File: src/rtl/bullet_slot_scheduler.sv
// Bullet slot scheduler: once per VGA frame, ages the live bullets, then lets
// tank 1 and tank 2 (in that order) claim a free slot, with a per-tank cooldown.
module bullet_slot_scheduler #(
    parameter int SLOTS    = 3,
    parameter int LIFETIME = 600,
    parameter int COOLDOWN = 35,
    parameter int TW       = 10
) (
    input  logic                    CLK,
    input  logic                    RESET,
    input  logic                    vs,
    input  logic                    game_enable,
    input  logic [1:0]              shoot_req,
    input  logic [2*SLOTS-1:0]      slot_hit,
    output logic [2*SLOTS-1:0]      slot_create,
    output logic [2*SLOTS-1:0]      slot_active,
    output logic [2*SLOTS*TW-1:0]   slot_age,
    output logic [1:0]              shot_ack
);

    localparam int N  = 2 * SLOTS;
    localparam int PW = (SLOTS > 1) ? $clog2(SLOTS) : 1;
    localparam int IW = $clog2(N);
    localparam logic [TW-1:0] AGE_LAST  = TW'(LIFETIME - 1);
    localparam logic [TW-1:0] COOL_INIT = TW'(COOLDOWN);
    localparam logic [PW-1:0] PTR_LAST  = PW'(SLOTS - 1);

    typedef enum logic [1:0] {
        S_IDLE   = 2'd0,
        S_AGE    = 2'd1,
        S_ALLOC1 = 2'd2,
        S_ALLOC2 = 2'd3
    } state_t;

    state_t                 r_state;
    logic                   r_vs;
    logic [N-1:0]           r_active;
    logic [N-1:0]           r_create;
    logic [N-1:0][TW-1:0]   r_age;
    logic [1:0][TW-1:0]     r_cool;
    logic [1:0][PW-1:0]     r_ptr;
    logic [1:0]             r_req_prev;
    logic [1:0]             r_ack;

    logic                   w_alloc;
    logic                   w_tank;
    logic [SLOTS-1:0]       w_free;
    logic [PW:0]            w_idx;
    logic                   w_found;
    logic [PW-1:0]          w_pick;
    logic [PW-1:0]          w_ptr_next;
    logic                   w_press;
    logic                   w_accept;
    logic [IW-1:0]          w_gidx;
    logic [N-1:0]           w_sel;

    // Round-robin free-slot search for the tank being served in this ALLOC cycle
    always_comb begin
        w_alloc = (r_state == S_ALLOC1) || (r_state == S_ALLOC2);
        w_tank  = (r_state == S_ALLOC2);
        w_free  = w_tank ? ~r_active[N-1:SLOTS] : ~r_active[SLOTS-1:0];
        w_found = 1'b0;
        w_pick  = '0;
        w_idx   = '0;
        // Descending so the candidate closest to the pointer is written last
        for (int j = SLOTS - 1; j >= 0; j--) begin
            w_idx = {1'b0, r_ptr[w_tank]} + (PW+1)'(j);
            w_idx = (w_idx >= (PW+1)'(SLOTS)) ? (w_idx - (PW+1)'(SLOTS)) : w_idx;
            if (w_free[w_idx[PW-1:0]]) begin
                w_found = 1'b1;
                w_pick  = w_idx[PW-1:0];
            end else begin
                w_found = w_found;
            end
        end
        w_ptr_next = (w_pick == PTR_LAST) ? '0 : (w_pick + PW'(1));
        w_press    = shoot_req[w_tank] & ~r_req_prev[w_tank];
        w_accept   = w_alloc & w_press & game_enable & (r_cool[w_tank] == '0) & w_found;
        w_gidx     = w_tank ? (IW'(w_pick) + IW'(SLOTS)) : IW'(w_pick);
        w_sel      = w_accept ? ({{(N-1){1'b0}}, 1'b1} << w_gidx) : '0;
    end

    // Frame FSM, slot state, cooldowns, pointers and the create/ack pulses
    always_ff @(posedge CLK or posedge RESET) begin
        if (RESET) begin
            r_state    <= S_IDLE;
            r_vs       <= 1'b0;
            r_active   <= '0;
            r_create   <= '0;
            r_age      <= '0;
            r_cool     <= '0;
            r_ptr      <= '0;
            r_req_prev <= 2'b00;
            r_ack      <= 2'b00;
        end else begin
            r_vs     <= vs;
            r_create <= '0;
            r_ack    <= 2'b00;

            case (r_state)
                S_IDLE: begin
                    if (vs && !r_vs) begin
                        r_state <= S_AGE;
                    end else begin
                        r_state <= S_IDLE;
                    end
                end
                S_AGE: begin
                    r_state <= S_ALLOC1;
                    for (int k = 0; k < 2; k++) begin
                        if (r_cool[k] != '0) begin
                            r_cool[k] <= r_cool[k] - TW'(1);
                        end
                    end
                end
                S_ALLOC1: r_state <= S_ALLOC2;
                S_ALLOC2: r_state <= S_IDLE;
                default:  r_state <= S_IDLE;
            endcase

            // The sample is refreshed even when the press is rejected, so a held button fires once
            if (w_alloc) begin
                r_req_prev[w_tank] <= shoot_req[w_tank];
            end
            if (w_accept) begin
                r_ack[w_tank]  <= 1'b1;
                r_cool[w_tank] <= COOL_INIT;
                r_ptr[w_tank]  <= w_ptr_next;
            end

            // A freshly chosen slot was free, so any concurrent hit belongs to the old bullet
            for (int i = 0; i < N; i++) begin
                if (w_sel[i]) begin
                    r_active[i] <= 1'b1;
                    r_age[i]    <= '0;
                    r_create[i] <= 1'b1;
                end else if (slot_hit[i] ||
                             ((r_state == S_AGE) && r_active[i] && (r_age[i] == AGE_LAST))) begin
                    r_active[i] <= 1'b0;
                    r_age[i]    <= '0;
                end else if ((r_state == S_AGE) && r_active[i]) begin
                    r_age[i] <= r_age[i] + TW'(1);
                end
            end
        end
    end

    assign slot_create = r_create;
    assign slot_active = r_active;
    assign slot_age    = r_age;
    assign shot_ack    = r_ack;

endmodule

File: config.mk
export PLATFORM = sky130hd
export DESIGN_NAME = bullet_slot_scheduler
export DESIGN_NICKNAME = d
export VERILOG_FILES = /design/src/rtl/bullet_slot_scheduler.sv
export SDC_FILE = /design/constraint.sdc
export NUM_CORES = 1
export LEC_CHECK = 0
export CORE_MARGIN = 2
export CORE_UTILIZATION = 39
export CTS_BUF_LIST = sky130_fd_sc_hd__clkbuf_8 sky130_fd_sc_hd__clkbuf_16
export DETAILED_ROUTE_END_ITERATION = 8
export PLACE_DENSITY = 0.7
export SLEW_MARGIN = 20
export SYNTH_ARGS = -nofsm -noshare
export SYNTH_HDL_FRONTEND = slang
export SYNTH_SLANG_ARGS = --single-unit
File: constraint.sdc
create_clock -name CLK -period 5.1 [get_ports CLK]
set_clock_uncertainty 0.2 [all_clocks]
set_input_delay 1.53 -clock CLK [delete_from_list [all_inputs] [get_ports CLK]]
set_output_delay 1.53 -clock CLK [all_outputs]
set_load 0.05 [all_outputs]
==> After elaboration in Yosys (flattened, before gate mapping) <==
Cells that the tools add are included.
{ "totals": {"word_cells": 182, "register_bits": 103} }
{ "op_classes": {"n_eq_ne": 10, "n_shift": 1, "addsub": 15, "bitwise_logic": 11, "order_cmp": 8, "n_mux": 78, "reduce_logical": 38} }
{ "op_table": {"columns": ["operator", "n"], "rows": [
  ["10-bit 2-to-1 mux", 23],
  ["10-bit by 1-bit adder with 10-bit output, second input constant", 6],
  ["10-bit equality test, second input constant", 6],
  ["20-bit 2-to-1 mux", 2],
  ["1-bit 2-to-1 mux", 30],
  ["2-bit 2-to-1 mux", 11],
  ["10-bit nonzero test", 2],
  ["10-bit by 1-bit subtractor with 10-bit output, second input constant", 2],
  ["3-bit nonzero test", 6],
  ["14-bit bitwise AND", 1],
  ["1-bit logical AND", 14],
  ["14-bit NOT", 1],
  ["2-bit nonzero test", 6],
  ["10-bit demux with 1-bit select", 1],
  ["10-bit logical NOT", 1],
  ["2-bit by 3-bit less-than comparator with 1-bit output, second input constant", 3],
  ["2-bit case mux with 4 select lines", 1],
  ["1-bit logical OR", 7],
  ["2-bit by 2-bit adder with 3-bit output, second input constant", 2],
  ["1-bit binary-select mux with 2-bit select", 3],
  ["2-bit equality test, second input constant", 3],
  ["3-bit by 2-bit >= comparator with 1-bit output, second input constant", 2],
  ["3-bit 2-to-1 mux", 2],
  ["6-bit 2-to-1 mux", 1],
  ["other kinds (18)", 25]
]} }

==> Depth between registers and ports, before layout <==
{ "depth": {"ltp_word": 16, "depth_mapped": 17} }

==> Worst setup path after synthesis <==
OpenSTA, ideal clock, no wires.
{ "synth_timing": {"kind": "reg-to-reg", "startpoint": "register r_state[0]", "endpoint": "register r_age, in the netlist slot_age[40]", "path_stages_with_launch": 15, "setup_slack_ps": 1454, "period_less_slack_ps": 3646, "t_arrival_ps": 3307, "n_path_buf": 1, "path_cell_list": "dfrtp_1 ha_1 buf_2 mux2_2 ha_1 nand3b_1 o21a_1 o32ai_4 inv_1 ha_1 nand2_1 nor2_1 nand4_1 o21ai_1 nor2_1"} }
{ "synth_via": {"elab_chain_cells": 16, "elab_cells_between_ends": 53, "cone_classes": "6 x add/sub; 3 x order compare; 3 x eq/ne; 1 x shift; 28 x mux; 6 x bitwise; 6 x reduce/logical"} }
{ "synth_rtl": {"columns": ["element", "line", "text"], "rows": [
  ["from (decl)", "35", "state_t r_state;"],
  ["from (signal assigned)", "86", "r_state <= S_IDLE;"],
  ["from (signal assigned)", "103", "r_state <= S_AGE;"],
  ["from (signal assigned)", "105", "r_state <= S_IDLE;"],
  ["2-bit equality test", "59, 60", null],
  ["2-bit 2-to-1 mux (not written as such) (2 in series)", "67", "w_idx = {1'b0, r_ptr[w_tank]} + (PW+1)'(j);"],
  ["2-bit by 2-bit adder with 3-bit output", "67", null],
  ["3-bit by 2-bit >= comparator with 1-bit output / 2-bit subtractor (equally long branches)", "68", "w_idx = (w_idx >= (PW+1)'(SLOTS)) ? (w_idx - (PW+1)'(SLOTS)) : w_idx;"],
  ["2-bit 2-to-1 mux", "68", null],
  ["1-bit binary-select mux with 2-bit select", "69", "if (w_free[w_idx[PW-1:0]]) begin"],
  ["1-bit 2-to-1 mux (not written as such)", "69", null],
  ["2-bit 2-to-1 mux (3 in series)", "69", null],
  ["2-bit by 2-bit adder with 3-bit output", "79", "w_gidx = w_tank ? (IW'(w_pick) + IW'(SLOTS)) : IW'(w_pick);"],
  ["3-bit 2-to-1 mux", "79", null],
  ["1-bit by 3-bit left shift with 6-bit output", "80", "w_sel = w_accept ? ({{(N-1){1'b0}}, 1'b1} << w_gidx) : '0;"],
  ["6-bit 2-to-1 mux", "80", null],
  ["3-bit nonzero test (no line) / 10-bit 2-to-1 mux (equally long branches)", null, null],
  ["to (signal, indexed assignment)", "142", "r_age[i] <= r_age[i] + TW'(1);"],
  ["to (decl)", "39", "logic [N-1:0][TW-1:0] r_age;"]
]} }
Several ways; a longest one is shown, not always the timed one. The select of a mux whose other input is x is not followed.
A chain may end at the register's enable or synchronous reset.

==> Worst setup path after layout <==
{ "layout_timing": {"startpoint": "register r_state[0]", "endpoint": "register r_age, in the netlist slot_age[46]"} }
The elaborated chain is that of the path after synthesis.

==> flow_summary.toml <==
[run_status]
status = "completed"

[job]
maxCapViolCount = 0

[timing]
worstMarginPinSlew_ps = 876.6
drv_slew = 0
slew_headroom_pct = 40.79
min_period_ps = 4347
timing.final.hold_violations = 0
rsz0062_at_grt = "no"
timing.fmax_mhz = 230.0
setup_viol = 0
finalCritPeriodShare_pct = 85.24
setup_tns_ps = 0

[logic_synthesis]
yosysSeqAreaShare_pct = 46.27
postSynthCellCount = 574
synth_cell_types = 65
netlist_area_um2 = 5570
synth-async-reset-ratio_pct = 100.0
synth_edf_count = 0
synth-main-ff-cell = "dfrtp_1"
yosys_register_bits = 103
syn_area_per_cell_um2 = 9.704
syn_nets = 603
yosys_warnings = 0

[setup_path]
critPathRequiredTime_ps = 5100
cp_slowest_cell = "o21ai_1"
criticalPathCategory = "reg -> reg"
setup.worst_path.end_class = "flop"
crit_family = "adder cells"
path_buf_inv = 3
cp_cell_sequence = "ha_1 > mux2_2 > inv_1 > ha_1 > inv_1 > nand2_1 > mux2i_4 > o32ai_4 > inv_1 > ha_1 > nand2_1 > nor2_1 > nand4_1 > o21ai_1 > nor2_1"
start_kind = "flop"
worstPathMaxFanout = 14
arrival_ps = 4350
slowest_delay_ps = 550

[pwr]
leakagePower_uw = 0.002997
p_sw_share_pct = 29.76
p_per_area_nw_per_um2 = 298.4
p_comb_share_pct = 18.8
p_clk_share_pct = 33.4
p_switching_uw = 613.6
ir_worst_vdd_mv = 0.1403
internal_power_uw = 1448
seqPwrFrac_pct = 47.8

[final_layout]
final.fill_count = 1255
diodes = 0
regArea_um2 = 2577
post-route-util_pct = 49.58
areaGrowthSynthToFinish_pct = 24.03
nets = 687
multi_input_area_um2 = 2844
drive_above_1_share_pct = 7.843

[die]
die_height_um = 123.5
io_pins = 86
die_width_um = 123.5
start_util_pct = 39.97
rows = 43
core_region_area_um2 = 13930
die_area_um2 = 15250

[clock_network]
ctsHoldBuffers = 0
post-cts-setup-buffers = 0
cts.path.max_buffers = 2
htree_num_levels = 3
clk_pin_slew_worst_paths_ps = 70
cts_resized = 0
insertion_delay_ps = 340
cts_buffers = 9
cts_sinks = 103
cts_tree = "built"
root_buffer = "clkbuf_16"

[global_routing]
grt_max_degree = 93
gr-total-overflow = 0
antenna_found_initial = 0
grt_pass1_wl_mm = 20.69
grt_usage_pct = 17.17
first_global_vias = 4281

[place]
io_buffers = 85
dpl.hpwl_mm = 9.088
place_congestion = 0.8581

[route]
wl_per_cell_um = 14.96
vias = 4381
final_antenna_net_count = 0
wl_mm = 12.61
drt_first_iter_violations = 199
drc = 0
dr.pass1.iters = 6
vias_per_cell = 5.197

[min_path]
min_path_type = "reg -> reg"
path summary, 6_finish.rpt:
| kind | from | endpoint | slack, ps | cells past startpoint |
|---|---|---|---|---|
| max in group asynchronous | RESET | r_cool[14]$_DFF_PP0_ | 2740 | 3 |
| hold reg to reg | r_cool[16]$_DFF_PP0_ | r_cool[16]$_DFF_PP0_ | 310 | 1 |
| hold / removal | r_cool[16]$_DFF_PP0_ | r_cool[16]$_DFF_PP0_ | 310 | 1 |
| min in group asynchronous | RESET | slot_age[7]$_DFFE_PP0P_ | 1240 | 2 |
| setup reg to reg | r_state[0]$_DFF_PP0_ | slot_age[46]$_DFFE_PP0P_ | 750 | 15 |
| setup / recovery | r_state[0]$_DFF_PP0_ | slot_age[46]$_DFFE_PP0P_ | 750 | 15 |
stage by stage:
stage | setup WS [ps] | instance area [um^2] | std cells | total power [uW] | hold slack [ps]
global placement | 1059 | 6610 | 827 | 1363 | 279.1
CTS | 764.7 | 6909 | 843 | 2084 | 314.6
floorplan | 666.2 | 5570 | 574 | 1289 | 266.1
global route | 419.7 | 6909 | 843 | 2180 | 324.3
detailed placement | 806.9 | 6610 | 827 | 1390 | 301.1
finish | 752.6 | 6909 | 843 | 2062 | 311.4
metal layers:
metal / track usage, % / wire length [um]
met5: 0 / 0
met4: 6.321 / 178
met3: 3.459 / 524
met2: 26.75 / 5987
met1: 23.70 / 5921
cells by family (layout without fill, tap and decap cells):
logic type	count (synthesis)	in the layout	synth area share, %
simple gates	270	270	23.81
flops	103	103	46.27
xor+xnor	68	68	10.96
compound gates	64	64	8.940
buf+inv	36	125	2.673
fa+ha+maj	17	17	3.818
mux	16	16	3.526
state kept, by name, summed over array words and instances, names as in the netlist:
signal and flops:
r_cool 20, r_ptr 4, r_req_prev 2, r_state 2, r_vs 1, shot_ack 2, slot_active 6, slot_age 60
slot_create 6
cells in the mapped netlist, types with 3 or more instances:
cell type / instances / share of area (%)
nor3_1: 12 / 1.1
a21o_1: 6 / 0.81
and4_1: 3 / 0.47
and2_1: 4 / 0.45
nand2_1: 72 / 4.9
buf_2: 4 / 0.36
o211ai_1: 5 / 0.67
clkbuf_1: 8 / 0.54
nor4_1: 6 / 0.67
mux2i_1: 8 / 1.4
a21oi_1: 12 / 1.1
nor3b_1: 4 / 0.54
xnor2_1: 36 / 5.7
ha_1: 17 / 3.8
o21a_1: 5 / 0.67
nor2_2: 9 / 1.0
nand4bb_1: 3 / 0.61
nand4_1: 8 / 0.90
nor2_1: 81 / 5.5
nand3_1: 31 / 2.8
xor2_1: 30 / 4.7
inv_1: 21 / 1.4
dfrtp_1: 103 / 46
mux2_2: 3 / 0.61
a31oi_1: 5 / 0.56
o21ai_0: 12 / 1.1
and3_1: 19 / 2.1
cells in the final DEF, fill, tap and decap left out, types with 3 or more instances in the layout:
master and n:
nor4_1 6, nand4bb_1 3, o21ai_0 12, a21o_1 6, o21a_1 5, a21oi_1 12
clkinv_2 3, inv_1 20, nand4_1 8, mux2_2 3, mux2i_1 8, dfrtp_1 103
clkdlybuf4s50_1 85, nand3_1 31, nor3_1 12, and2_1 4, and4_1 3, nand2_1 72
nor3b_1 4, ha_1 17, o211ai_1 5, nor2_1 81, clkbuf_16 9, xor2_1 30
a31oi_1 5, and3_1 19, xnor2_1 36, nor2_2 9
power by group through the flow:
stage | registers [uW] | clock network (uW) | logic, uW
2_1_floorplan | 981 | 0 | 308
3_3_place_gp | 992 | 0 | 371
3_5_place_dp | 999 | 0 | 391
4_1_cts | 985 | 708 | 391
5_1_grt | 997 | 745 | 438
6_report | 986 | 688 | 388
cell type report:
cell class,count,share of cell area [%]
multi-input cells,435,41.16
flip-flops and latches,103,37.31
repair buffers,87,12.71
clock inverters,6,0.8692
inverters,22,1.231
clock buffers,10,3.459
well taps,180,3.260
Note: power is estimated with default switching activity, not from simulation.
